--- src/rtl/display_scan.sv ---
`default_nettype none
// ============================================================================
// Module   : display_scan
// Brief    : Four-digit 7-segment time-multiplexing scanner with
//            frame-synchronous double-buffered display value.
// Revision : 1.0
// ============================================================================
module display_scan #(
    parameter int DIV_COUNT = 50000,
    parameter bit BLANK_LZ  = 1'b1
) (
    input  logic        clk,
    input  logic        reset,
    input  logic        load,
    input  logic [15:0] value,
    input  logic [3:0]  dp_in,
    input  logic [3:0]  digit_en,
    output logic [3:0]  an,
    output logic [3:0]  n,
    output logic        dp,
    output logic        frame_done
);

    localparam int CNT_W = $clog2(DIV_COUNT);
    localparam logic [CNT_W-1:0] c_CNT_LAST = CNT_W'(DIV_COUNT - 1);

    logic [CNT_W-1:0] cnt_q, cnt_d;
    logic [1:0]       idx_q, idx_d;
    logic [15:0]      p_val_q, p_val_d, a_val_q, a_val_d;
    logic [3:0]       p_dp_q, p_dp_d, a_dp_q, a_dp_d;
    logic [3:0]       p_en_q, p_en_d, a_en_q, a_en_d;
    logic             p_vld_q, p_vld_d;
    logic [3:0]       an_q, an_d, n_q, n_d;
    logic             dp_q, dp_d, frame_done_q, frame_done_d;

    logic             w_wrap, w_boundary, w_nz, w_lit_sel;
    logic [3:0]       w_blank, w_lit;

    always_comb begin
        w_wrap     = (cnt_q == c_CNT_LAST);
        w_boundary = w_wrap && (idx_q == 2'd3);
        cnt_d      = w_wrap ? '0 : cnt_q + 1'b1;
        idx_d      = w_wrap ? idx_q + 2'd1 : idx_q;

        p_val_d = p_val_q;
        p_dp_d  = p_dp_q;
        p_en_d  = p_en_q;
        p_vld_d = p_vld_q;
        a_val_d = a_val_q;
        a_dp_d  = a_dp_q;
        a_en_d  = a_en_q;

        // A load coinciding with the boundary bypasses the pending set.
        if (w_boundary) begin
            p_vld_d = 1'b0;
            if (load) begin
                a_val_d = value;
                a_dp_d  = dp_in;
                a_en_d  = digit_en;
            end else if (p_vld_q) begin
                a_val_d = p_val_q;
                a_dp_d  = p_dp_q;
                a_en_d  = p_en_q;
            end
        end else if (load) begin
            p_val_d = value;
            p_dp_d  = dp_in;
            p_en_d  = digit_en;
            p_vld_d = 1'b1;
        end

        frame_done_d = w_boundary;

        // Outputs are built from next-state values so they line up with idx_q.
        w_nz       = 1'b0;
        w_blank    = 4'b0000;
        for (int i = 3; i >= 1; i--) begin
            w_nz       = w_nz | (a_val_d[4*i +: 4] != 4'h0);
            w_blank[i] = BLANK_LZ && !w_nz;
        end
        w_lit     = a_en_d & ~w_blank;
        w_lit_sel = w_lit[idx_d];
        an_d      = w_lit_sel ? ~(4'b0001 << idx_d) : 4'b1111;
        n_d       = a_val_d[{idx_d, 2'b00} +: 4];
        dp_d      = w_lit_sel ? a_dp_d[idx_d] : 1'b1;
    end

    always_ff @(posedge clk or posedge reset) begin
        if (reset) begin
            cnt_q        <= '0;
            idx_q        <= 2'd0;
            p_val_q      <= 16'h0000;
            p_dp_q       <= 4'hF;
            p_en_q       <= 4'h0;
            p_vld_q      <= 1'b0;
            a_val_q      <= 16'h0000;
            a_dp_q       <= 4'hF;
            a_en_q       <= 4'h0;
            an_q         <= 4'b1111;
            n_q          <= 4'h0;
            dp_q         <= 1'b1;
            frame_done_q <= 1'b0;
        end else begin
            cnt_q        <= cnt_d;
            idx_q        <= idx_d;
            p_val_q      <= p_val_d;
            p_dp_q       <= p_dp_d;
            p_en_q       <= p_en_d;
            p_vld_q      <= p_vld_d;
            a_val_q      <= a_val_d;
            a_dp_q       <= a_dp_d;
            a_en_q       <= a_en_d;
            an_q         <= an_d;
            n_q          <= n_d;
            dp_q         <= dp_d;
            frame_done_q <= frame_done_d;
        end
    end

    assign an         = an_q;
    assign n          = n_q;
    assign dp         = dp_q;
    assign frame_done = frame_done_q;

endmodule
`default_nettype wire

--- config.mk ---
export PLATFORM = sky130hd
export DESIGN_NAME = display_scan
export DESIGN_NICKNAME = d
export VERILOG_FILES = /design/src/rtl/display_scan.sv
export SDC_FILE = /design/constraint.sdc
export NUM_CORES = 1
export LEC_CHECK = 0
export ABC_CLOCK_PERIOD_IN_PS = 3800
export CORE_ASPECT_RATIO = 1.5
export CORE_MARGIN = 2
export CORE_UTILIZATION = 35
export CTS_CLUSTER_DIAMETER = 120
export DETAILED_ROUTE_END_ITERATION = 10
export HOLD_SLACK_MARGIN = 0.12
export PLACE_DENSITY_LB_ADDON = 0.25
export SYNTH_ARGS = -nofsm -noshare
export SYNTH_HDL_FRONTEND = slang
export SYNTH_SLANG_ARGS = --single-unit
--- constraint.sdc ---
create_clock -name clk -period 3.8 [get_ports clk]
set_input_delay 0.38 -clock clk [delete_from_list [all_inputs] [get_ports clk]]
set_output_delay 0.38 -clock clk [all_outputs]
set_load 0.005 [all_outputs]
-- Yosys cells after proc, flatten, opt, wreduce, memory -nomap -nowiden
Index checks and enable logic that the tools add are counted.
- add/subtract/negate cells: 2
- multiply operators: 0
- div/mod/pow operators: 0
- $lt $le $gt $ge: 1
- equality and inequality tests: 2
- shift operators: 2
- multiplexer cells: 19
- bitwise gates (word level): 6
- reductions and logical operators: 9
- operators with widths (cell ; number):
    16-bit two-way mux ; 4
    4-bit two-way mux ; 7
    16-bit by 1-bit adder with 16-bit output (second input constant) ; 1
    16-bit == test (second input constant) ; 1
    16-bit by 5-bit variable part select with 4-bit output ; 1
    4-bit nonzero test ; 3
    4-bit inverter ; 2
    1-bit two-way mux ; 5
    4-bit bitwise AND ; 1
    1-bit binary-select mux with 2-bit select ; 2
    1-bit by 2-bit << shifter with 4-bit output (first input constant) ; 1
    1-bit logical NOT ; 3
    2-bit by 3-bit less-than comparator with 1-bit output (second input constant) ; 1
    2-bit by 1-bit adder with 2-bit output (second input constant) ; 1
    2-bit == test (second input constant) ; 1
    2-bit two-way mux ; 1
    1-bit bitwise OR ; 2
    2-bit AND reduction ; 1
    2-bit nonzero test ; 1
    1-bit logical AND ; 1
    1-bit inverter ; 1
- register bits after elaboration: 77
- bits in latches: 0
- RAM bits: 0
- memory bits (read-only): 0
- input port bits: 27
- output and inout port bits: 10
- logic and storage cells: 54
- memories kept: 0

-- Longest topological paths before layout
Gate-level depths: netlist (run 1).
- depth in word-level cells: 12
- gate-level depth with buffers: 13
- gate-level depth less buffers: 10

-- Worst setup path after synthesis (run 1)
No wires, ideal clock.
- path type: reg2reg
- start point: register cnt_q[11]
- end point: register n_q[0], in the netlist n[0]
- library setup time: 0.138 ns
- arrival time: 2.591 ns
- required time: 3.662 ns
- setup slack: 1.071 ns
- cell stages (with the launch flop): 5
- path buffers: 0
- period minus slack after synthesis: 2.729 ns
- cells stage by stage: dfrtp_1 or4b_4 nor4b_2 mux2i_1 mux4_2
- cells in the longest elaborated chain, start to end: 4
- RTL lines (what ; RTL line ; source):
    from (decl) ; 27 ; logic [CNT_W-1:0] cnt_q, cnt_d;
    from (signal assigned) ; 104 ; cnt_q <= cnt_d;
    16-bit == test * ; 40 ; w_wrap = (cnt_q == c_CNT_LAST);
    1-bit logical AND ; 41 ; w_boundary = w_wrap && (idx_q == 2'd3);
    16-bit two-way mux ; 54 ; if (w_boundary) begin
    16-bit by 5-bit variable part select with 4-bit output * ; 84 ; n_d = a_val_d[{idx_d, 2'b00} +: 4];
    via n_d[0] ; 33 ; logic [3:0] an_q, an_d, n_q, n_d;
    to (signal assigned) ; 114 ; n_q <= n_d;
    to (decl) ; 33 ;
The timed path passes the listed nets; every way through them passes the cells marked *.
A chain may end at the register's enable or synchronous reset.

-- Worst setup path in the final report (run 1)
- start point: register cnt_q[5]
- end point: register n_q[1], in the netlist n[1]
- cells in the longest elaborated chain, start to end: 4
- RTL lines (what ; RTL line ; source):
    16-bit == test ; 40 ;
    1-bit logical AND ; 41 ;
    16-bit two-way mux ; 54 ;
    via a_val_d[1] ; 29 ; logic [15:0] p_val_q, p_val_d, a_val_q, a_val_d;
    16-bit by 5-bit variable part select with 4-bit output ; 84 ;
    via n_d[1] ; 33 ;
The timed path passes the listed nets, and every way through them passes these cells.

==> results of run 1 <==
where the power goes:
group / total [mW] / switching [mW] / internal [mW]
sequential: 0.865 / 0.0142 / 0.850
clock: 0.907 / 0.332 / 0.575
combinational: 0.104 / 0.0486 / 0.0558
total: 1.88 / 0.395 / 1.48
layer usage:
metal  share of wire, %  vias up
met5                  0        -
met4                2.5        0
met2                 51       60
met1                 43     1243
met3                3.9       13
li1                   -     1177
layout make-up:
type                            count  area [um^2]  share of cell area [%]
Tap cell                          117        146.4                   3.381
Clock buffer                       12        236.5                   5.461
Clock inverter                      4        72.57                   1.676
Timing Repair Buffer               44        420.4                   9.708
Multi-Input combinational cell    202         1484                   34.27
Inverter                            6        27.53                  0.6357
Sequential cell                    77         1943                   44.87
path summary, 6_finish.rpt:
kind	start	to	slack, ps	depth (start not counted)
min in group asynchronous	reset	idx_q[0]	470	2
max in group asynchronous	reset	p_dp_q[3]	2510	3
setup / recovery	cnt_q[5]	n[1]	510	7
hold / removal	cnt_q[0]	cnt_q[0]	460	1
hold reg to reg	cnt_q[0]	cnt_q[0]	460	1
setup reg to reg	cnt_q[5]	n[1]	510	7
worst reg2reg max path: cells and delay by family (launching register included):
| family | cells | cell delay [ps] |
|---|---|---|
| multiplexers | 1 | 510 |
| AO/OA/AOI/OAI | 2 | 290 |
| buffers and inverters | 1 | 310 |
| AND/OR/NAND/NOR | 3 | 1650 |
| flip-flops | 1 | 420 |
cells by family (layout without fill, tap and decap cells):
kind of cell	Yosys count	count (layout)	synth area share [%]
buffers and inverters	22	66	4.365
adder cells (fa/ha/maj)	2	2	0.6982
multiplexers	34	34	11.73
flip-flops	77	77	54.23
AND/OR/NAND/NOR	97	97	14.87
XOR/XNOR	14	14	3.422
AO/OA/AOI/OAI	55	55	10.68
through the flow:
stage | instances | area (um^2)
floorplan | 301 | 3583
global placement | 446 | 4021
detailed placement | 446 | 4021
CTS | 462 | 4330
global route | 462 | 4330
finish | 462 | 4330
cells in the final DEF (no fill, tap or decap), drive strengths merged, types with 9 or more instances in the layout:
| cell | synthesis | layout |
|---|---|---|
| dfrtp | 64 | 64 |
| clkdlybuf4s50 | 0 | 36 |
| nand2 | 25 | 25 |
| nand3 | 25 | 25 |
| mux2 | 24 | 24 |
| o22ai | 20 | 20 |
| nor2 | 19 | 19 |
| a21oi | 15 | 15 |
| dfstp | 13 | 13 |
| clkbuf | 1 | 12 |
| xor2 | 9 | 9 |
| o21ai | 9 | 9 |
registers in the layout (all words and copies together), names as in the netlist:
name        flops
a_val_q        16
cnt_q          16
p_val_q        16
a_dp_q          4
a_en_q          4
an              4
n               4
p_dp_q          4
p_en_q          4
idx_q           2
dp              1
frame_done      1
p_vld_q         1
==> impl_results.md, run 1 <==
* Area Overhead vs Synth at 20.84%
* Max clock buf depth at 2
* P per Cell Area at 433.1 mW/mm^2
* Layout cell share with drive strength beyond 1 at 23.48%
* Synth unique cells at 47
* Worst hold margin at 458.9 ps
* DR pass1 iterations at 5
* DR vias/cell at 5.396
* Post-synthesis register bit count at 77
* Final Max Tran Viols at 0
* RSZ-0062 raised after global routing: no
* Final worst slack at 505.0 ps
* Place WS at 522.8 ps
* Placeable Area at 0.01002 mm^2
* Max Clk Rate at 303.5 MHz
* Synth top area share at 44.69%
* Post-synth top cells: dfrtp_1 (64), mux2_2 (24), nand2_1 (23), nand3_1 (21), nor2_1 (18)
* CTS Buf Count at 9
* Slowest Stage Delay on Critical Path at 880 ps
* DIE WIDTH at 86.62 um
* Port Buffers at 36
* Vias at 2493
* Initial antenna violation count at 0
* Die Ht at 127.9 um
* Worst path slowest cell: or4_1
* Critical Path AT at 3500 ps
* Met2 usage at 26.29%
* Setup CP Type: reg -> reg
* Status: completed
* Seq/Total Area, Yosys at 54.22%
* Worst path required time at 4010 ps
* Critical Path Fanout Max at 21
* Hold Path Class: reg -> reg
* Max transition margin at 35.30%
* WL/cell at 17.74 um
* EDFF count, synth at 0
* Total congestion overflow at 0
* Post-DRT Antenna Nets at 0
* Drc violations at 0
* Crit path max-delay family: simple AND/OR/NAND/NOR gates
* Top-count cell post-synth: dfrtp_1
* Post-synthesis area per instance at 11.91 um^2
* Detailed Route WL at 8195 um
* HPWL after DPL at 5737 um
* Critical-path cell list: or4b_1 -> or4_1 -> clkinv_4 -> nand2_2 -> o22ai_1 -> a21oi_1 -> mux4_2
* Nets at 369
* GRT busiest layer: met2
* Clock skew at 8.437 ps
* Crit path launch type: flip-flop
* Global-route wire length before repair at 13760 um
* Total GRT Usage at 16.26%
* CTS resizes at 0
* Ys async rst share at 100.0%
* Worst vdd rail ir drop at 0.2283 mV
* Max-cap viol count at 0
* Starting Density at 35.76%
* Syn Nets at 330
* GRT met1 Usage at 20.63%
* Worst-Skew Late Latency at 340 ps
* CP bufs+invs at 1
* Hold Vio Cnt, Final at 0
* Synth area leaders: dfrtp_1 (45%), dfstp_2 (9.5%), mux2_2 (7.5%)
* Yosys Warn Count at 0
* H-tree Lvls at 3
* Fillers at 960
* ANT cells at 0
* Root buffer cell: clkbuf_16
* Clock Sinks at 77
* Post-cts hold buffer count at 0
* Setup_tns at 0 ps
* Final core utilization at 43.21%
* Post-CTS Setup Bufs at 0
* Final Setup Violations at 0
* Standard-cell row count at 45
* Cell Area, Synth at 0.003583 mm^2
* Largest net degree at the start of global routing at 34
* Synth area leader: dfrtp_1
* Predominant post-synthesis flop cell: dfrtp_1
* CP endpoint kind: flip-flop
* Routability cong. at 0.7755
* Full die area at 0.01108 mm^2
* CTS tree: yes
* Vias in the first global route at 2568
* Final Critical Period at 3295 ps
* Register clock-pin slew on the reported worst setup and hold paths at 60 ps
* DR iter-0 viols at 122
* Tot Pwr at 1.876 mW
* Mapped Cells at 301
* Leak pwr at 1.839 nW
* Worst Max-Slew Pin Slew at 943.5 ps
* Final worst path period share at 86.71%
* M3 GR Usage at 3.477%
* I/O pins at 37
Note: power is estimated with default switching activity, not from simulation.
==> run 2, diff against run 1 <==
--- a/config.mk
+++ b/config.mk
@@ -13,6 +13,7 @@
 export DETAILED_ROUTE_END_ITERATION = 10
 export HOLD_SLACK_MARGIN = 0.12
 export PLACE_DENSITY_LB_ADDON = 0.25
+export RECOVER_POWER = 25
 export SYNTH_ARGS = -nofsm -noshare
 export SYNTH_HDL_FRONTEND = slang
 export SYNTH_SLANG_ARGS = --single-unit
==> run 2 against run 1 <==
Compared with the run above: clock skew about the same; sequential power about the same; total power decreased by 0.15%; largest power group unchanged.
==> impl_results.md, run 2 (synthesized netlist as in run 1, its figures left out) <==
* Clock Sinks at 77 (unchanged)
* P per Cell Area at 432.9 mW/mm^2 (about the same)
* Clock skew at 8.516 ps (+0.07828 ps)
* Initial antenna violation count at 0 (unchanged)
* Placeable Area at 0.01002 mm^2 (unchanged)
* Reg2Reg Depth at 7 (unchanged)
* CTS resizes at 0 (unchanged)
* Min-delay src: cnt_q[0]
* Critical Path AT at 3500 ps (about the same)
* Worst vdd rail ir drop at 0.2253 mV (-1.3%)
* Worst hold margin at 458.8 ps (-0.07800 ps)
* Routability cong. at 0.7755 (unchanged)
* Internal reg-to-reg setup slack at 510 ps (about the same)
* Leak pwr at 1.837 nW (-0.12%)
* Setup CP Type: reg -> reg
* Largest net degree at the start of global routing at 34 (unchanged)
* Layout cell share with drive strength beyond 1 at 22.90% (-0.58 points)
* DIE WIDTH at 86.62 um (unchanged)
* Crit path launch type: flip-flop
* Port Buffers at 36 (unchanged)
* Worst path required time at 4010 ps (about the same)
* Post-CTS Setup Bufs at 0 (unchanged)
* Post-DRT Antenna Nets at 0 (unchanged)
* Vias in the first global route at 2568 (unchanged)
* CTS Buf Count at 9 (unchanged)
* Register clock-pin slew on the reported worst setup and hold paths at 60 ps (about the same)
* Global-route wire length before repair at 13760 um (unchanged)
* Commonest non-fill, non-tap cell in the layout: dfrtp_1
* Nets at 369 (unchanged)
* Max clock buf depth at 2 (unchanged)
* CTS tree: yes
* Hold Vio Cnt, Final at 0 (unchanged)
* Full die area at 0.01108 mm^2 (unchanged)
* Final non-filler cell area at 0.004327 mm^2 (about the same)
* Critical Path Fanout Max at 21 (unchanged)
* ANT cells at 0 (unchanged)
* Setup_tns at 0 ps (unchanged)
* Final Max Tran Viols at 0 (unchanged)
* R2r endpoint: n[1]
* Min-Delay Endpoint: cnt_q[0]
* Max-cap viol count at 0 (unchanged)
* I/O pins at 37 (unchanged)
* Commonest cells after routing, fill and taps aside: dfrtp_1 (64), clkdlybuf4s50_1 (35), mux2_2 (24)
* Standard-cell row count at 45 (unchanged)
* Fillers at 961 (+0.10%)
* Final worst slack at 505.8 ps (+0.7170 ps)
* Place WS at 522.8 ps (unchanged)
* H-tree Lvls at 3 (unchanged)
* Max transition margin at 16.74% (-19 points)
* Worst Max-Slew Pin Slew at 1249 ps (+305.5 ps)
* Starting Density at 35.76% (unchanged)
* Post-cts hold buffer count at 0 (unchanged)
* RSZ-0062 raised after global routing: no
* CP endpoint kind: flip-flop
* Area Overhead vs Synth at 20.74% (about the same)
* Hold Path Class: reg -> reg
* Final Setup Violations at 0 (unchanged)
* DR pass1 iterations at 5 (unchanged)
* HPWL after DPL at 5737 um (unchanged)
* DR vias/cell at 5.409 (+0.24%)
* Drc violations at 0 (unchanged)
* Final worst path period share at 86.69% (about the same)
* WL/cell at 17.73 um (about the same)
* Final Critical Period at 3294 ps (-0.7170 ps)
* Vias at 2499 (+0.24%)
* Status: completed
* Hold Path Cell Cnt at 1 (unchanged)
* Total GRT Usage at 16.26% (unchanged)
* R2R Path Start: cnt_q[5]
* Worst-Skew Late Latency at 340 ps (about the same)
* Final core utilization at 43.17% (about the same)
* Detailed Route WL at 8189 um (about the same)
* Total congestion overflow at 0 (unchanged)
* Placement Cell Area at 0.004021 mm^2 (unchanged)
* Max Clk Rate at 303.6 MHz (about the same)
* Root buffer cell: clkbuf_16
* Die Ht at 127.9 um (unchanged)
* DR iter-0 viols at 122 (unchanged)
* Biggest registers after layout: a_val_q (16), cnt_q (16), p_val_q (16)
==> run 2: cell count changes in the layout (fill, tap and decap cells not counted) <==
cell             delta
buf_4               -1
clkbuf_1            +1
dlygate4sd3_1       +1
inv_1               +1
clkdlybuf4s50_1     -1
inv_2               -1
==> run 2: cell type report <==
cell class | count | area [um^2] | area share, %
Multi-Input combinational cell | 202 | 1484 | 34.30
Tap cell | 117 | 146.4 | 3.383
Sequential cell | 77 | 1943 | 44.91
Timing Repair Buffer | 44 | 416.7 | 9.630
Clock inverter | 4 | 72.57 | 1.677
Inverter | 6 | 27.53 | 0.6362
Clock buffer | 12 | 236.5 | 5.466
==> run 2: report_power, final <==
group	internal [mW]	switching [mW]
registers	0.850	0.0142
clock network	0.575	0.330
logic	0.0551	0.0484
==> run 2: per-stage QoR <==
step | instances | power, mW
after global placement | 446 | 0.9835
after CTS | 462 | 1.902
after floorplan | 301 | 0.9321
after global routing | 462 | 1.943
after detailed placement | 446 | 0.9862
final | 462 | 1.873
==> run 2: critical path, cell delays in order, from the launching register on <==
cell      delay, ps
dfrtp_1         420
or4b_1          570
or4_1           880
clkinv_4        310
nand2_2         190
o22ai_1         160
a21oi_1         120
mux4_2          510
==> run 2: routing by layer <==
metal  vias to the layer above  GRT usage (%)  share of wire, %
li1                       1178              -                 -
met1                      1238          20.63                43
met2                        65          26.29                51
met3                        18          3.477               3.9
met4                         0          7.629               2.6
met5                         -              0                 0
==> run 2: how the worst max path moves through the flow <==
stage                    from  endpoint  cells past startpoint
finish               cnt_q[5]      n[1]                      7
global route        cnt_q[11]        dp                      9
CTS                  cnt_q[5]      n[1]                      7
detailed placement  cnt_q[11]      n[1]                      7
global placement    cnt_q[11]      n[1]                      7
floorplan           cnt_q[11]      n[0]                      4
==> run 3, diff against run 2 <==
--- a/config.mk
+++ b/config.mk
@@ -7,7 +7,7 @@
 export LEC_CHECK = 0
 export ABC_CLOCK_PERIOD_IN_PS = 3800
 export CORE_ASPECT_RATIO = 1.5
-export CORE_MARGIN = 2
+export CORE_MARGIN = 5
 export CORE_UTILIZATION = 35
 export CTS_CLUSTER_DIAMETER = 120
 export DETAILED_ROUTE_END_ITERATION = 10
==> run 3 against run 2 <==
Compared with the run above: non-clock buffer count grew 1; clock power fell by 2.8%; utilization is 0.14 points lower; critical path depth is the same; worst setup slack worse by 4.9 ps; global-route usage fell by 2.3 points; combinational power about the same; wire length shrank 0.54%; clock skew decreased by 0.58 ps; sequential cell count unchanged; fmax fell by 0.15%; critical path type unchanged; critical endpoint is now n[0]; largest cell class unchanged.
==> impl_results.md, run 3 (synthesized netlist as in run 1, its figures left out) <==
* Status: completed
* Global-route wire length before repair at 13610 um (-1.1%)
* DIE WIDTH at 92.62 um (+6.9%)
* Max transition margin at 15.93% (-0.81 points)
* Hold Path Class: reg -> reg
* H-tree Lvls at 3 (unchanged)
* Final Critical Period at 3299 ps (+4.873 ps)
* Leak pwr at 1.852 nW (+0.86%)
* Post-DRT Antenna Nets at 0 (unchanged)
* Drc violations at 0 (unchanged)
* Die Ht at 133.9 um (+4.7%)
* Total GRT Usage at 14.00% (-2.3 points)
* Commonest cells after routing, fill and taps aside: dfrtp_1 (64), clkdlybuf4s50_1 (35), mux2_2 (24)
* DR iter-0 viols at 112 (-8.2%)
* Final Setup Violations at 0 (unchanged)
* Vias in the first global route at 2572 (+0.16%)
* CP endpoint kind: flip-flop
* DR pass1 iterations at 4 (-1)
* Largest net degree at the start of global routing at 33 (-2.9%)
* P per Cell Area at 426.3 mW/mm^2 (-1.5%)
* Worst path required time at 4000 ps (about the same)
* Final non-filler cell area at 0.004337 mm^2 (+0.23%)
* Met2 usage at 23.38% (-2.9 points)
* Worst Max-Slew Pin Slew at 1260 ps (+10.74 ps)
* Slowest Stage Delay on Critical Path at 870 ps (about the same)
* RSZ-0062 raised after global routing: no
* CTS Buf Count at 9 (unchanged)
* Final worst slack at 500.9 ps (-4.873 ps)
* Root buffer cell: clkbuf_16
* Worst-Skew Late Latency at 340 ps (about the same)
* ANT cells at 0 (unchanged)
* Post-cts hold buffer count at 0 (unchanged)
* Final Max Tran Viols at 0 (unchanged)
* Max Clk Rate at 303.1 MHz (-0.15%)
* Detailed Route WL at 8145 um (-0.54%)
* Commonest non-fill, non-tap cell in the layout: dfrtp_1
* Initial antenna violation count at 0 (unchanged)
* Worst hold margin at 464.4 ps (+5.580 ps)
* Standard-cell row count at 45 (unchanged)
* Worst vdd rail ir drop at 0.2378 mV (+5.6%)
* Routability cong. at 0.7667 (-1.1%)
* Max-cap viol count at 0 (unchanged)
* Hold Path Cell Cnt at 1 (unchanged)
* Port Buffers at 36 (unchanged)
* Layout cell share with drive strength beyond 1 at 23.99% (+1.1 points)
* Total congestion overflow at 0 (unchanged)
* Biggest registers after layout: a_val_q (16), cnt_q (16), p_val_q (16)
* Full die area at 0.01240 mm^2 (+12%)
* Tot Pwr at 1.849 mW (-1.3%)
* CTS resizes at 0 (unchanged)
* Critical Path Fanout Max at 21 (unchanged)
* WL/cell at 17.59 um (-0.75%)
* Post-CTS Setup Bufs at 0 (unchanged)
* Setup_tns at 0 ps (unchanged)
* GRT busiest layer: met2
* Hold Vio Cnt, Final at 0 (unchanged)
* CTS tree: yes
* Placement Cell Area at 0.004029 mm^2 (+0.19%)
* Clock Sinks at 77 (unchanged)
* Crit path launch type: flip-flop
* Register clock-pin slew on the reported worst setup and hold paths at 60 ps (about the same)
* Vias at 2473 (-1.0%)
* HPWL after DPL at 5760 um (+0.40%)
* Critical-path cell list: or4b_1 -> or4_1 -> clkinv_4 -> nand2_2 -> o22ai_1 -> a21oi_1 -> mux4_2
* DR vias/cell at 5.341 (-1.3%)
* GRT met1 Usage at 17.73% (-2.9 points)
* Area Overhead vs Synth at 21.02%
* Place WS at 518.2 ps (-4.628 ps)
* Placeable Area at 0.01008 mm^2 (+0.56%)
* Nets at 370 (+0.27%)
* Final worst path period share at 86.82% (+0.13 points)
* Internal reg-to-reg setup slack at 500 ps (about the same)
* Starting Density at 35.56% (-0.20 points)
* Max clock buf depth at 2 (unchanged)
* Setup CP Type: reg -> reg
* Worst path slowest cell: or4_1
* Reg2Reg Depth at 7 (unchanged)
* Critical Path AT at 3490 ps (about the same)
* I/O pins at 37 (unchanged)
* Clock skew at 7.937 ps (-0.5782 ps)
* M3 GR Usage at 3.030% (-0.45 points)
run 3: cell types whose count changed in the layout (fill, tap and decap cells not counted):
cell / before / now
buf_4: 7 / 8
bufinv_16: 2 / 1
clkbuf_1: 4 / 1
clkbuf_8: 0 / 3
clkinv_2: 1 / 3
clkinvlp_4: 1 / 0
run 3: worst max-delay path, delay by kind of cell, from the launching register on:
kind                   cells  cell delay (ps)
buffers and inverters      1              290
and+or+nand+nor            3             1630
muxes                      1              510
DFF                        1              420
AOI/OAI and AO/OA          2              310
run 3: cell type report:
type                            count  area (um^2)
Clock inverter                      4        45.04
Sequential cell                    77         1943
Tap cell                          117        146.4
Multi-Input combinational cell    202         1484
Timing Repair Buffer               45        424.2
Clock buffer                       12        266.5
Fill cell                         943         5742
Inverter                            6        27.53
run 3: path summary, 6_finish.rpt:
path,end,from
setup / recovery,n[0],cnt_q[5]
hold / removal,cnt_q[0],cnt_q[0]
setup reg to reg,n[0],cnt_q[5]
hold reg to reg,cnt_q[0],cnt_q[0]
max in group asynchronous,a_val_q[15],reset
min in group asynchronous,p_en_q[2],reset
run 3: power breakdown:
| part | leakage, nW | total [mW] | internal (mW) | switching (mW) |
|---|---|---|---|---|
| clock | 0.158 | 0.880 | 0.558 | 0.322 |
| sequential | 0.899 | 0.865 | 0.851 | 0.0143 |
| combinational | 0.795 | 0.103 | 0.0552 | 0.0481 |
run 3: metal layers:
layer,up-vias,share of wire (%)
li1,1182,-
met1,1232,44
met2,44,51
met3,15,2.8
met4,0,1.8
met5,-,0
run 3: metrics by stage:
stage	std cells	util, %
after floorplan	301	-
after global placement	447	39.98
after detailed placement	447	39.98
after CTS	463	43.07
after global routing	463	43.03
final	463	43.03
